**src/rtl/serial_pkg.sv**
```systemverilog
// Shared state encoding and line-level constants for the serial transmitter.
package serial_pkg;

    typedef enum logic [2:0] {
        IDLE,
        START,
        DATA,
        PARITY,
        STOP
    } tx_state_t;

    localparam logic LINE_IDLE = 1'b1;
    localparam logic START_BIT = 1'b0;
    localparam logic STOP_BIT  = 1'b1;

endpackage

```
**src/rtl/tx_bit_timer.sv**
```systemverilog
// Bit-period timer: counts 0..CLKS_PER_BIT-1 and flags the last cycle of each bit.
module tx_bit_timer #(
    parameter int CLKS_PER_BIT = 4
) (
    input  logic clock,
    input  logic reset,
    input  logic clear,
    output logic bit_end
);

    localparam int TW = (CLKS_PER_BIT > 1) ? $clog2(CLKS_PER_BIT) : 1;
    localparam logic [TW-1:0] LAST = TW'(CLKS_PER_BIT - 1);

    logic [TW-1:0] cnt;

    assign bit_end = (cnt == LAST);

    // Terminal count wraps to 0 so consecutive data bits need no state change.
    always_ff @(posedge clock) begin
        if (reset || clear || bit_end)
            cnt <= '0;
        else
            cnt <= cnt + 1'b1;
    end

endmodule

```
**src/rtl/serial_tx.sv**
```systemverilog
// Framed serial transmitter: start bit, DATA_W bits LSB-first, optional parity, stop bit.
module serial_tx
    import serial_pkg::*;
#(
    parameter int DATA_W       = 8,
    parameter int CLKS_PER_BIT = 4,
    parameter int PARITY_EN    = 1,
    parameter int PARITY_ODD   = 0
) (
    input  logic              clock,
    input  logic              reset,
    input  logic              tx_valid,
    input  logic [DATA_W-1:0] tx_data,
    output logic              tx_ready,
    output logic              tx_out,
    output logic              busy,
    output logic              done
);

    localparam int BW = $clog2(DATA_W + 1);
    localparam logic [BW-1:0] LAST_BIT = BW'(DATA_W - 1);
    localparam logic ODD_FLIP = (PARITY_ODD != 0);

    tx_state_t         state, state_nx;
    logic [DATA_W-1:0] sr, sr_nx;
    logic [BW-1:0]     bit_cnt;
    logic              par_bit;
    logic              line_nx;
    logic              bit_end;
    logic              timer_clr;

    assign timer_clr = (state_nx != state);

    tx_bit_timer #(.CLKS_PER_BIT(CLKS_PER_BIT)) u_timer (
        .clock   (clock),
        .reset   (reset),
        .clear   (timer_clr),
        .bit_end (bit_end)
    );

    always_comb begin
        state_nx = state;
        sr_nx    = sr;
        unique case (state)
            IDLE:   if (tx_valid) begin
                        state_nx = START;
                        sr_nx    = tx_data;
                    end
            START:  if (bit_end) state_nx = DATA;
            DATA:   if (bit_end) begin
                        sr_nx = sr >> 1;
                        if (bit_cnt == LAST_BIT)
                            state_nx = (PARITY_EN != 0) ? PARITY : STOP;
                    end
            PARITY: if (bit_end) state_nx = STOP;
            STOP:   if (bit_end) state_nx = IDLE;
            default: state_nx = IDLE;
        endcase
    end

    // Line value is decided from the next state so tx_out can be a plain register.
    always_comb begin
        line_nx = LINE_IDLE;
        unique case (state_nx)
            START:   line_nx = START_BIT;
            DATA:    line_nx = sr_nx[0];
            PARITY:  line_nx = par_bit;
            STOP:    line_nx = STOP_BIT;
            default: line_nx = LINE_IDLE;
        endcase
    end

    always_ff @(posedge clock) begin
        if (reset) begin
            state   <= IDLE;
            sr      <= '0;
            bit_cnt <= '0;
            par_bit <= 1'b0;
            tx_out  <= LINE_IDLE;
        end else begin
            state  <= state_nx;
            sr     <= sr_nx;
            tx_out <= line_nx;
            // Parity is fixed by the word captured at acceptance.
            if (state == IDLE && tx_valid)
                par_bit <= (^tx_data) ^ ODD_FLIP;
            if (state_nx != DATA)
                bit_cnt <= '0;
            else if (state == DATA && bit_end)
                bit_cnt <= bit_cnt + 1'b1;
        end
    end

    assign tx_ready = (state == IDLE);
    assign busy     = (state != IDLE);
    assign done     = (state == STOP) && bit_end;

endmodule

```
**config.mk**
```make
export PLATFORM = sky130hd
export DESIGN_NAME = serial_tx
export DESIGN_NICKNAME = d
export VERILOG_FILES = /design/src/rtl/serial_pkg.sv /design/src/rtl/tx_bit_timer.sv /design/src/rtl/serial_tx.sv
export SDC_FILE = /design/constraint.sdc
export NUM_CORES = 1
export LEC_CHECK = 0
export CORE_ASPECT_RATIO = 1.4
export CORE_MARGIN = 5
export CORE_UTILIZATION = 30
export DETAILED_ROUTE_END_ITERATION = 10
export DONT_BUFFER_PORTS = 1
export PLACE_DENSITY = 0.49
export SETUP_SLACK_MARGIN = 0.02
export SYNTH_ARGS = -nofsm -noshare
export SYNTH_HDL_FRONTEND = slang
export SYNTH_SLANG_ARGS = --single-unit
```
**constraint.sdc**
```tcl
create_clock -name clock -period 3.2 [get_ports clock]
set_clock_uncertainty 0.15 [all_clocks]
set_input_delay 0.64 -clock clock [delete_from_list [all_inputs] [get_ports clock]]
set_output_delay 0.64 -clock clock [all_outputs]
set_load 0.005 [all_outputs]
```
; Yosys cells after proc, flatten, opt, wreduce, memory -nomap -nowiden
; Index checks and enable logic that the tools add are counted.
[op_classes]
add_sub_neg = 2
multipliers = 0
n_div = 0
magnitude_cmp = 0
n_eq_ne = 13
n_shift = 0
n_mux = 11
n_bitwise = 0
reduce_logical = 11
[op_table]
columns = op, count
row1 = $mux 3, 6
row2 = $mux 8, 2
row3 = $pmux 8 s2, 1
row4 = $pmux 3 s5, 1
row5 = $eq 3x2->1 const B, 4
row6 = $reduce_xor 8->1, 1
row7 = $eq 3x1->1 const B, 2
row8 = $add 4x1->4 const B, 1
row9 = $eq 4x3->1 const B, 1
row10 = $ne 2x2->1 const B, 2
row11 = $eq 3x3->1 const B, 1
row12 = $logic_and 1x1->1, 3
row13 = $logic_not 3->1, 1
row14 = $ne 3x2->1 const B, 1
row15 = $ne 3x3->1, 1
row16 = $pmux 1 s3, 1
row17 = $reduce_and 3->1, 1
row18 = $reduce_bool 3->1, 1
row19 = $add 2x1->2 const B, 1
row20 = $eq 2x2->1 const B, 1
row21 = $logic_or 1x1->1, 2
row22 = $reduce_bool 2->1, 1
row23 = $reduce_or 2->1, 1
[word_totals]
reg_bits = 19
latchBits = 0
ramBits = 0
romBits = 0
in_bits = 11
elab_cells = 44
memories = 0

; Longest topological paths before layout
[logic_depth]
word_depth = 7
depth_mapped = 6

; Modules after synthesis
; Synthesis repeated with hierarchy kept, for this count alone.
[hier_totals]
hier_cells = 108
area_unflattened_um2 = 967.2
[modules_own_cells]
columns = mod, instances, cells_per_inst, area_per_inst_um2
row1 = serial_tx, 1, 103, 887.1
row2 = tx_bit_timer, 1, 5, 80.1

; Worst setup path before layout
; OpenSTA, ideal clock, no wires.
[synth_path]
path_type = input port to flip-flop
start = in tx_valid
end = reg tx_out
setup_time_ns = 0.122
t_arrival_ns = 1.385
required_ns = 2.928
slack_ns = 1.543
cell_stages = 4
n_path_buf = 0
path_cell_list = nor4b_4 nor2_1 a21o_1 o32a_1
[synth_between]
elab_chain_len = 4
[synth_rtl]
columns = element, line_no
row1 = start: declaration, serial_tx.sv:12  ; input logic tx_valid,
row2 = $mux 3, serial_tx.sv:45  ; IDLE: if (tx_valid) begin
row3 = $pmux 3 s5, serial_tx.sv:44  ; unique case (state)
row4 = $eq 3x2->1 or $eq 3x1->1 (tied branches), serial_tx.sv:64  ; unique case (state_nx)
row5 = $pmux 1 s3 (*), serial_tx.sv:64
row6 = end signal: assignment, serial_tx.sv:83  ; tx_out <= line_nx;
row7 = end: declaration, serial_tx.sv:15  ; output logic tx_out,
; Mark *: on every way between the ends. The rest lies on a longest branch, timed or not. The select of a mux whose other input is x is not followed.
; A chain may end at the register's enable or synchronous reset.

; Worst setup path after layout
[layout_path]
start = reg u_timer.cnt[0]
end = reg tx_out
[layout_between]
elab_chain_len = 5
[layout_rtl]
columns = element, line_no
row1 = start: declaration, tx_bit_timer.sv:14  ; logic [TW-1:0] cnt;
row2 = start signal: assignment, tx_bit_timer.sv:23  ; cnt <= cnt + 1'b1;
row3 = $eq 2x2->1 (*), tx_bit_timer.sv:16  ; assign bit_end = (cnt == LAST);
row4 = $mux 3 (on tied branches), -
row5 = $pmux 3 s5, serial_tx.sv:44
row6 = $eq 3x2->1 or $eq 3x1->1 (tied branches), serial_tx.sv:64
row7 = $pmux 1 s3 (*), serial_tx.sv:64
; Marked as above.

==> metrics.txt <==
Pwr Density 487 mW/mm2; Worst R2R Setup Slack 1070 ps; drt wl/cell 12.4 um; crit start category flip-flop; die area 0.00420 mm2; Area contributors post-synth dfxtp_1 (42%), xnor2_1 (7.8%), a21oi_1 (5.0%); Fillers 306; Clk Latency, worst-skew pair 250 ps; largest net degree at the start of global routing 15; CTS tree yes; syn_nets 109; Max-Cap Viols 0; R2R Path End tx_out; top cell type's share of synthesized area 42.3%; DRT antenna net count 0; slowest CP cell and4bb_1; outcome complete, no violations; worst hold path type reg2reg; worst path required time 3190 ps; FFs w/ async S/R, synth 0%; FF-to-FF Start u_timer.cnt[0]; initial antenna violation count 0; leading area contributor after synthesis dfxtp_1; fmax 0.470 GHz; PostCTS Resize Cnt 0; final net count 110; I/O Buffers 0; Yosys cell types 33; Clock Path Buffers 2; sequential share of the synthesized area 42.3%; Worst EP arrival 2110 ps; Starting Density 31.2%; global-route wire length before repair 2.87 mm; layout cell share with drive strength beyond 1 6.25%; Slew @ Worst Pin 702 ps; CP peak stage delay 580 ps; total CTS buffers 3; Clock Sinks 19; Power Total 0.000470 W; Pre-antenna DRT Iters 4; Tmin final 2130 ps; GPL Wtd Cong 0.720; Global Route Usage Sum 8.69%; # H-tree levels 1; gr ovfl total 0; Leak 0.342 nW; hold endpoint u_timer.cnt[0]; Worst Hold Path Cells 1; detailed-route via count 658; syn avg cell area 9.36 um2; CP max FO 14; EDFF count, synth 0; RSZ-0062 raised after global routing false; Worst Reg-to-Reg Cells 5; peak supply drop 213 uV; ANT cells 0; max_slew headroom 53.0%; Slew Viols, Final 0; worst setup path startpoint u_timer.cnt[0]; Hold Buf Count CTS 0; Setup Viol. Count Final 0; postcts setup bufs 0; synthesized area 898 um2; Clk pin slew, worst setup/hold paths 70 ps; Initial DRC Count 14; setup TNS 0 ps; core area 0.00288 mm2; I/O pin total 15; Placement Rows 23; total length of routed wires 1.65 mm; Synth Instances 96; HP Start u_timer.cnt[0]; Hold Fails Final Rpt 0; vias in the first global route 665; DRC 0; CP endpoint kind flip-flop; Area Overhead vs Synth 7.38%; clk root buf clkbuf_8; Synth Flop Type dfxtp_1; Ys Warns 0; Synth Register Bits 19; dpl hpwl 1.25 mm; die height 74.7 um; Die Wd 56.3 um; sequence of cells on the critical path ha_1, and4bb_1, nand4b_1, o21a_1, o32a_1; period utilization 66.5%; vias per cell 4.95; kind of critical path reg2reg
-- where the power goes --
| group | leakage [nW] | switching, W | internal (W) |
|---|---|---|---|
| Clock | 0.0228 | 0.0000723 | 0.0000882 |
| Combinational | 0.164 | 0.0000249 | 0.0000266 |
| Sequential | 0.156 | 0.00000824 | 0.000249 |
| Total | 0.342 | 0.000105 | 0.000364 |
-- registers in the layout (all words and copies together), names as in the netlist --
| signal | count |
|---|---|
| u_timer.cnt | 2 |
| tx_out | 1 |
| bit_cnt | 4 |
| sr | 8 |
| state | 3 |
| par_bit | 1 |
-- through the flow --
step           hold WS [ps]  cells  setup slack (ps)  utilization (%)  area, um2
3_5_place_dp            279    129              1050             32.0        920
4_1_cts                 290    133              1050             33.5        965
2_1_floorplan           258     96              1540                -        898
5_1_grt                 289    133               917             33.5        965
6_report                282    133              1070             33.5        965
3_3_place_gp            267    129              1020             32.0        920
-- cell families (layout without fill, tap and decap cells) --
logic type	Yosys count	after routing	synth area share, %
compound gates	25	25	19.4
mux	1	1	1.11
xor+xnor	10	10	9.75
flops	19	19	42.3
simple gates	33	33	21.0
fa+ha+maj	2	2	2.79
buf+inv	6	6	3.62
-- layer usage --
layer / GRT usage, % / wire, um
met5: 0 / 0
met3: 2.74 / 108
met4: 3.96 / 19
met1: 10.3 / 758
met2: 14.4 / 767
-- critical path, delay by kind of cell (launching register included) --
family / cells / cell delay (ps)
adder cells (fa/ha/maj): 1 / 280
flip-flops: 1 / 330
AND/OR/NAND/NOR: 2 / 770
AO/OA/AOI/OAI: 2 / 470
-- synthesized netlist by cell type, types with 2 or more instances --
master and count:
dfxtp_1 19, inv_1 2, nand3b_1 2, xnor2_1 8
nand2_1 8, xor2_1 2, o211ai_1 2, a22oi_1 6
nor2b_1 2, nor3b_1 2, buf_2 2, nand3_1 2
nor2_1 10, ha_1 2, a21oi_1 9
-- placed cells by master, fill, tap and decap left out, types with 2 or more instances in the layout --
| master | n |
|---|---|
| a21oi_1 | 9 |
| inv_1 | 2 |
| nand2_1 | 8 |
| ha_1 | 2 |
| xor2_1 | 2 |
| xnor2_1 | 8 |
| a22oi_1 | 6 |
| clkbuf_8 | 3 |
| o211ai_1 | 2 |
| nor2b_1 | 2 |
| nor3b_1 | 2 |
| nand3b_1 | 2 |
| dfxtp_1 | 19 |
| nor2_1 | 10 |
| nand3_1 | 2 |
-- final cells by class --
cell class | count | area [um2] | share of cell area [%]
flip-flops and latches | 19 | 380 | 39.4
inverters | 2 | 7.51 | 0.778
multi-input cells | 71 | 485 | 50.3
clock buffers | 4 | 45.0 | 4.67
well taps | 37 | 46.3 | 4.80
-- worst max-delay path by stage --
| stage | to | slack, ps | depth (start not counted) |
|---|---|---|---|
| after floorplan | tx_out | 1540 | 4 |
| after global routing | tx_out | 920 | 5 |
| after global placement | tx_out | 1020 | 4 |
| final | tx_out | 1070 | 5 |
| after CTS | tx_out | 1050 | 5 |
| after detailed placement | tx_out | 1050 | 4 |
Power figures use the tool's default switching activity.
